<file path="config.mk">
export PLATFORM = sky130hd
export DESIGN_NAME = car_pass_gen
export DESIGN_NICKNAME = d
export VERILOG_FILES = /design/src/rtl/car_pass_gen.sv
export SDC_FILE = /design/constraint.sdc
export NUM_CORES = 1
export LEC_CHECK = 0
export ABC_AREA = 1
export CAP_MARGIN = 20
export CORE_ASPECT_RATIO = 1.2
export CORE_MARGIN = 10
export CORE_UTILIZATION = 50
export DETAILED_ROUTE_END_ITERATION = 8
export DONT_BUFFER_PORTS = 1
export GPL_TIMING_DRIVEN = 1
export PLACE_DENSITY = 0.65
export SYNTH_ARGS = -nofsm -noshare
export SYNTH_HDL_FRONTEND = slang
export SYNTH_SLANG_ARGS = --single-unit
</file>
<file path="constraint.sdc">
create_clock -name clk -period 3.6 [get_ports clk]
set_clock_uncertainty 0.05 [all_clocks]
set_input_delay 0.36 -clock clk [delete_from_list [all_inputs] [get_ports clk]]
set_output_delay 0.36 -clock clk [all_outputs]
set_load 0.05 [all_outputs]
</file>
<file path="src/rtl/car_pass_gen.sv">
// Two-beam car-park gate emulator: turns queued entry/exit commands into a/b beam waveforms.
// Optional macro CAR_BALK_EN: a latched req_balk=1 ends the pass after LEAD (car backs out, not counted).
module car_pass_gen #(
    parameter int DWELL_W = 8,
    parameter int GAP_CYC = 2,
    parameter int CNT_W   = 4
) (
    input  logic               clk,
    input  logic               rst_n,
    input  logic               req_valid,
    output logic               req_ready,
    input  logic               req_dir,
    input  logic               req_balk,
    input  logic [DWELL_W-1:0] dwell,
    output logic               a,
    output logic               b,
    output logic               busy,
    output logic               done,
    output logic [CNT_W-1:0]   enter_cnt,
    output logic [CNT_W-1:0]   exit_cnt
);
    localparam int GAP_EFF = (GAP_CYC < 1) ? 1 : GAP_CYC;
    localparam int DW_MAX  = (1 << DWELL_W) - 1;
    localparam int PH_MAX  = (DW_MAX > GAP_EFF) ? DW_MAX : GAP_EFF;
    localparam int PH_W    = $clog2(PH_MAX + 1);
    localparam logic [PH_W-1:0]  PH_ONE  = PH_W'(1);
    localparam logic [PH_W-1:0]  PH_GAP  = PH_W'(GAP_EFF);
    localparam logic [CNT_W-1:0] CNT_ONE = CNT_W'(1);

    typedef enum logic [2:0] {IDLE, LEAD, BOTH, TRAIL, GAP} state_t;

    state_t            state_q;
    logic [PH_W-1:0]   ph_q;
    logic [PH_W-1:0]   dwell_q;
    logic [PH_W-1:0]   dwell_d;
    logic              dir_q;
    logic              balk_q;
    logic              balk_d;
    logic              a_q, b_q, busy_q, done_q;
    logic [CNT_W-1:0]  enter_q, exit_q;

    assign dwell_d = (dwell == '0) ? PH_ONE : PH_W'(dwell);

`ifdef CAR_BALK_EN
    assign balk_d = req_balk;
`else
    logic unused_balk;
    assign balk_d      = 1'b0;
    assign unused_balk = req_balk;
`endif

    assign req_ready = (state_q == IDLE);
    assign a         = a_q;
    assign b         = b_q;
    assign busy      = busy_q;
    assign done      = done_q;
    assign enter_cnt = enter_q;
    assign exit_cnt  = exit_q;

    // Beam outputs are set on the edge that enters each state; lead beam is a for entry, b for exit.
    always_ff @(posedge clk or negedge rst_n) begin
        if (!rst_n) begin
            state_q <= IDLE;
            ph_q    <= '0;
            dwell_q <= '0;
            dir_q   <= 1'b0;
            balk_q  <= 1'b0;
            a_q     <= 1'b0;
            b_q     <= 1'b0;
            busy_q  <= 1'b0;
            done_q  <= 1'b0;
            enter_q <= '0;
            exit_q  <= '0;
        end else begin
            done_q <= 1'b0;
            case (state_q)
                IDLE: begin
                    if (req_valid) begin
                        state_q <= LEAD;
                        dir_q   <= req_dir;
                        balk_q  <= balk_d;
                        dwell_q <= dwell_d;
                        ph_q    <= dwell_d;
                        a_q     <= ~req_dir;
                        b_q     <= req_dir;
                        busy_q  <= 1'b1;
                    end
                end
                LEAD: begin
                    if (ph_q == PH_ONE) begin
                        if (balk_q) begin
                            state_q <= GAP;
                            ph_q    <= PH_GAP;
                            a_q     <= 1'b0;
                            b_q     <= 1'b0;
                        end else begin
                            state_q <= BOTH;
                            ph_q    <= dwell_q;
                            a_q     <= 1'b1;
                            b_q     <= 1'b1;
                        end
                    end else begin
                        ph_q <= ph_q - PH_ONE;
                    end
                end
                BOTH: begin
                    if (ph_q == PH_ONE) begin
                        state_q <= TRAIL;
                        ph_q    <= dwell_q;
                        a_q     <= dir_q;
                        b_q     <= ~dir_q;
                    end else begin
                        ph_q <= ph_q - PH_ONE;
                    end
                end
                TRAIL: begin
                    if (ph_q == PH_ONE) begin
                        state_q <= GAP;
                        ph_q    <= PH_GAP;
                        a_q     <= 1'b0;
                        b_q     <= 1'b0;
                    end else begin
                        ph_q <= ph_q - PH_ONE;
                    end
                end
                GAP: begin
                    if (ph_q == PH_ONE) begin
                        state_q <= IDLE;
                        busy_q  <= 1'b0;
                        done_q  <= 1'b1;
                        if (!balk_q) begin
                            if (dir_q) exit_q  <= exit_q + CNT_ONE;
                            else       enter_q <= enter_q + CNT_ONE;
                        end
                    end else begin
                        ph_q <= ph_q - PH_ONE;
                    end
                end
                default: begin
                    state_q <= IDLE;
                    a_q     <= 1'b0;
                    b_q     <= 1'b0;
                    busy_q  <= 1'b0;
                end
            endcase
        end
    end
endmodule

</file>
==> flow_summary.html <==
<table>
<tr><th>Metric</th><th>Value</th></tr>
<tr><th colspan="2">Cells and area</th></tr>
<tr><td>Share of the core filled with cells in the final layout</td><td>0.551</td></tr>
<tr><td>Area Overhead vs Synth</td><td>7.62%</td></tr>
<tr><td>Fraction of layout instances using a drive strength above 1</td><td>0.176</td></tr>
<tr><td>Most used cells in the layout excluding fill and tap cells</td><td>sky130_fd_sc_hd__nand2_1 (84), sky130_fd_sc_hd__dfrtp_1 (32), sky130_fd_sc_hd__inv_1 (27), sky130_fd_sc_hd__nand3_1 (15), sky130_fd_sc_hd__nor2_1 (14)</td></tr>
<tr><td>N_diodes</td><td>0</td></tr>
<tr><td>Post-layout net count</td><td>273</td></tr>
<tr><td>Leading cell type in the layout, fill and taps excluded</td><td>sky130_fd_sc_hd__nand2_1</td></tr>
<tr><th colspan="2">Clocking</th></tr>
<tr><td>Sinks on Clock Net</td><td>32</td></tr>
<tr><td>Worst skew pair latency</td><td>~270 ps</td></tr>
<tr><td>Clock slew seen by the registers of the worst setup and hold paths</td><td>70 ps</td></tr>
<tr><td>Number of buffers added by the clock tree synthesis step</td><td>5</td></tr>
<tr><td>Max H-tree Level</td><td>2</td></tr>
<tr><td>CTS tree</td><td>built</td></tr>
<tr><td>Post-CTS sizing</td><td>0</td></tr>
<tr><td>Clock root cell</td><td>sky130_fd_sc_hd__clkbuf_8</td></tr>
<tr><td>Maximum clock insertion buffer count</td><td>2</td></tr>
<tr><th colspan="2">Power and ir drop</th></tr>
<tr><td>Proportion of power drawn by flip-flops and latches</td><td>0.371</td></tr>
<tr><td>Worst IR drop on VDD</td><td>~0.00032 V</td></tr>
<tr><td>Switching portion of total power</td><td>0.466</td></tr>
<tr><td>Static leakage</td><td>about 1.1 nW</td></tr>
<tr><td>Part of the power in combinational logic</td><td>0.457</td></tr>
<tr><td>Switch Pwr</td><td>0.792 mW</td></tr>
<tr><td>Internal power component</td><td>0.907 mW</td></tr>
<tr><td>Clock share of power</td><td>0.173</td></tr>
<tr><td>Power Density</td><td>around 800 nW/um^2</td></tr>
<tr><th colspan="2">Timing</th></tr>
<tr><td>Number of pins with negative max-slew slack in the final report</td><td>0</td></tr>
<tr><td>F_max</td><td>509 MHz</td></tr>
<tr><td>Final critical-path required period</td><td>between 1500 and 2000 ps</td></tr>
<tr><td>RSZ-0062 raised after global routing</td><td>no</td></tr>
<tr><td>Total Neg Setup Slack</td><td>0 ps</td></tr>
<tr><td>Number of hold-slack violations in the final timing report</td><td>0</td></tr>
<tr><td>Hold Worst Slack</td><td>160 ps</td></tr>
<tr><td>Share of the cycle needed by the critical path after routing</td><td>0.546</td></tr>
<tr><td>Slew at the pin closest to its max-slew limit</td><td>639 ps</td></tr>
<tr><td>Final setup violating endpoints</td><td>0</td></tr>
<tr><td>Worst relative slew slack</td><td>0.574</td></tr>
<tr><th colspan="2">Floorplanning</th></tr>
<tr><td>Row cnt</td><td>25</td></tr>
<tr><td>Area of the core</td><td>3880 sq um</td></tr>
<tr><td>Chip width</td><td>77.5 um</td></tr>
<tr><td>I/O pin total</td><td>26</td></tr>
<tr><td>Initial core utilization</td><td>0.512</td></tr>
<tr><td>Chip Height</td><td>89.1 um</td></tr>
<tr><td>Die Area</td><td>approximately 7000 sq um</td></tr>
<tr><th colspan="2">Setup path</th></tr>
<tr><td>Cell Chain, Critical Path</td><td>nor2_4, nand2_4, inv_1</td></tr>
<tr><td>Worst Path Max Fanout</td><td>7</td></tr>
<tr><td>Setup crit end kind</td><td>primary output</td></tr>
<tr><td>Data arrival time of the critical path</td><td>1560 ps</td></tr>
<tr><td>Reg-to-reg slack, setup</td><td>about 1900 ps</td></tr>
<tr><td>Stage delay of the slowest cell on the critical path</td><td>490 ps</td></tr>
<tr><td>CP startpoint kind</td><td>flip-flop</td></tr>
<tr><td>Critical path required time</td><td>3190 ps</td></tr>
<tr><td>Critical path's slowest cell</td><td>sky130_fd_sc_hd__inv_1</td></tr>
<tr><td>CP Class</td><td>reg2out</td></tr>
<tr><th colspan="2">Placed design</th></tr>
<tr><td>DPL Wire Length</td><td>approximately 2900 um</td></tr>
<tr><td>IO Port Bufs</td><td>0</td></tr>
<tr><td>Final estimated routing congestion in global placement</td><td>0.837</td></tr>
<tr><th colspan="2">Hold path</th></tr>
<tr><td>Worst hold path type</td><td>in2reg</td></tr>
<tr><th colspan="2">Detailed routing</th></tr>
<tr><td>Routed met3 length</td><td>243 um</td></tr>
<tr><td>Top metal layer carrying routed signals</td><td>met4</td></tr>
<tr><td>Iter 0 DRT Violations</td><td>122</td></tr>
<tr><td>Met2 wire length</td><td>1800 um</td></tr>
<tr><td>Routed via count divided by cell count</td><td>4.76</td></tr>
<tr><td>Count of TritonRoute iterations in the first routing pass</td><td>4</td></tr>
<tr><td>Total routed wirelength</td><td>3890 um</td></tr>
<tr><td>Antenna viol nets, final</td><td>0</td></tr>
<tr><td>Total number of vias</td><td>1475</td></tr>
<tr><td>Residual DRC count</td><td>0</td></tr>
<tr><td>Routed wirelength normalized by instance count</td><td>12.6 um</td></tr>
<tr><td>Met1 routed wirelength after detailed routing</td><td>1820 um</td></tr>
<tr><th colspan="2">Yosys</th></tr>
<tr><td>Area of the mapped netlist</td><td>1990 sq um</td></tr>
<tr><td>Net count after synthesis</td><td>~270</td></tr>
<tr><td>Post-synth top area cell</td><td>sky130_fd_sc_hd__dfrtp_1</td></tr>
<tr><td>Gate count of the mapped netlist</td><td>250</td></tr>
<tr><td>Post-synth top area share</td><td>0.403</td></tr>
<tr><td>Mean post-synth cell area</td><td>a little under 8 sq um</td></tr>
<tr><td>Area contributors post-synth</td><td>sky130_fd_sc_hd__dfrtp_1 (40%), sky130_fd_sc_hd__nand2_1 (16%), sky130_fd_sc_hd__inv_1 (5.1%), sky130_fd_sc_hd__nor2_4 (4.0%), sky130_fd_sc_hd__nand3_1 (3.8%)</td></tr>
<tr><td>Share of synthesized area occupied by flip-flops and latches</td><td>0.403</td></tr>
<tr><td>Synth Register Bits</td><td>32</td></tr>
<tr><td>Number of different library cells in the post-synthesis netlist</td><td>32</td></tr>
<tr><td>Synth warnings</td><td>0</td></tr>
<tr><th colspan="2">GRT</th></tr>
<tr><td>Pin count of the biggest net entering global routing</td><td>33</td></tr>
<tr><td>Wire length of the first global-routing pass</td><td>6860 um</td></tr>
<tr><td>GRT overflow</td><td>0</td></tr>
<tr><td>Total Routing Usage GR</td><td>0.122</td></tr>
<tr><td>Number of antenna violations at the first check in global routing</td><td>0</td></tr>
<tr><td>Number of global-route vias before repair</td><td>1467</td></tr>
<tr><th colspan="2">Run status</th></tr>
<tr><td>Status</td><td>completed</td></tr>
<tr><th colspan="2">Run</th></tr>
<tr><td>Max cap viols</td><td>0</td></tr>
</table>
-- kinds of logic after synthesis --
family,Yosys count,share of synthesized area
AO/OA/AOI/OAI,29,0.0957
adder cells (fa/ha/maj),4,0.0252
buffers and inverters,37,0.0869
XOR/XNOR,9,0.0397
flip-flops,32,0.403
AND/OR/NAND/NOR,139,0.350
-- Yosys cell counts --
cell type / count
sky130_fd_sc_hd__o211a_1: 1
sky130_fd_sc_hd__nand2_1: 84
sky130_fd_sc_hd__nand4_1: 1
sky130_fd_sc_hd__xnor2_1: 5
sky130_fd_sc_hd__nand3b_1: 1
sky130_fd_sc_hd__buf_12: 1
sky130_fd_sc_hd__inv_2: 4
sky130_fd_sc_hd__xor2_1: 4
sky130_fd_sc_hd__o21ai_1: 2
sky130_fd_sc_hd__nand3_2: 2
sky130_fd_sc_hd__nor2_8: 1
sky130_fd_sc_hd__o21ai_2: 8
sky130_fd_sc_hd__dfrtp_1: 32
sky130_fd_sc_hd__o211ai_1: 1
sky130_fd_sc_hd__nand2_2: 8
sky130_fd_sc_hd__o221ai_1: 1
sky130_fd_sc_hd__clkinv_1: 1
sky130_fd_sc_hd__o21ai_0: 8
sky130_fd_sc_hd__nor2_1: 14
sky130_fd_sc_hd__nand3_1: 15
sky130_fd_sc_hd__nand2_4: 4
sky130_fd_sc_hd__nand3_4: 1
sky130_fd_sc_hd__buf_8: 1
sky130_fd_sc_hd__clkinv_2: 2
sky130_fd_sc_hd__nor2_4: 7
sky130_fd_sc_hd__and3_1: 1
sky130_fd_sc_hd__inv_1: 27
sky130_fd_sc_hd__buf_4: 1
sky130_fd_sc_hd__ha_1: 4
sky130_fd_sc_hd__a21oi_1: 6
sky130_fd_sc_hd__o22ai_1: 1
sky130_fd_sc_hd__o21bai_1: 1
-- final cells by class --
| cell class | instances | area, sq um |
|---|---|---|
| repair buffers | 2 | 30.0 |
| fillers | 391 | 1740 |
| clock buffers | 7 | 96.3 |
| flip-flops and latches | 32 | 801 |
| well taps | 54 | 67.6 |
| multi-input cells | 181 | 1010 |
| inverters | 34 | 130 |
-- sequential cells by signal, indices dropped and copies added (netlist names) --
signal     flops
exit_cnt       4
state_q        3
busy           1
dir_q          1
ph_q           8
enter_cnt      4
dwell_q        8
done           1
b              1
a              1
-- timing repair --
item,4_1_cts,5_1_grt
buffers inserted,0,0
hold buffers,2,0
hold endpoints to repair,32,0
-- worst paths after layout --
| path | cells after the start | from | endpoint |
|---|---|---|---|
| min in group asynchronous | 2 | rst_n | exit_cnt[3] |
| max | 3 | state_q[0] | req_ready |
| min reg2reg | 2 | dwell_q[0] | dwell_q[0] |
| max reg2reg | 7 | state_q[0] | b |
| min | 2 | req_dir | dir_q |
| max in group asynchronous | 2 | rst_n | dwell_q[1] |
-- power groups by stage --
stage | Clock (mW) | Combinational [mW] | Sequential, mW
global route | 0.321 | 0.909 | 0.648
floorplan | 0 | 0.674 | 0.613
detailed placement | 0 | 0.769 | 0.638
CTS | 0.307 | 0.785 | 0.631
global placement | 0 | 0.761 | 0.637
finish | 0.293 | 0.776 | 0.630
-- per-stage QoR --
step | power (mW) | cell area [sq um] | cells | worst slack (ps)
4_1_cts | 1.72 | 2140 | 310 | 1610
5_1_grt | 1.88 | 2140 | 310 | 1540
6_report | 1.70 | 2140 | 310 | 1630
2_1_floorplan | 1.29 | 1990 | 250 | 2060
3_5_place_dp | 1.41 | 2010 | 301 | 1850
3_3_place_gp | 1.40 | 2010 | 301 | 1870
-- worst max-delay path: cells and delay by family (launching register included) --
| family | cells | cell delay (ps) |
|---|---|---|
| AND/OR/NAND/NOR | 2 | 320 |
| flip-flops | 1 | 470 |
| buffers and inverters | 1 | 490 |
-- layer usage --
| metal | GRT usage | vias to the layer above |
|---|---|---|
| li1 | - | 791 |
| met1 | 0.151 | 658 |
| met2 | 0.192 | 24 |
| met3 | 0.0463 | 2 |
| met4 | 0.0399 | 0 |
| met5 | 0 | - |
Power figures use the tool's default switching activity.
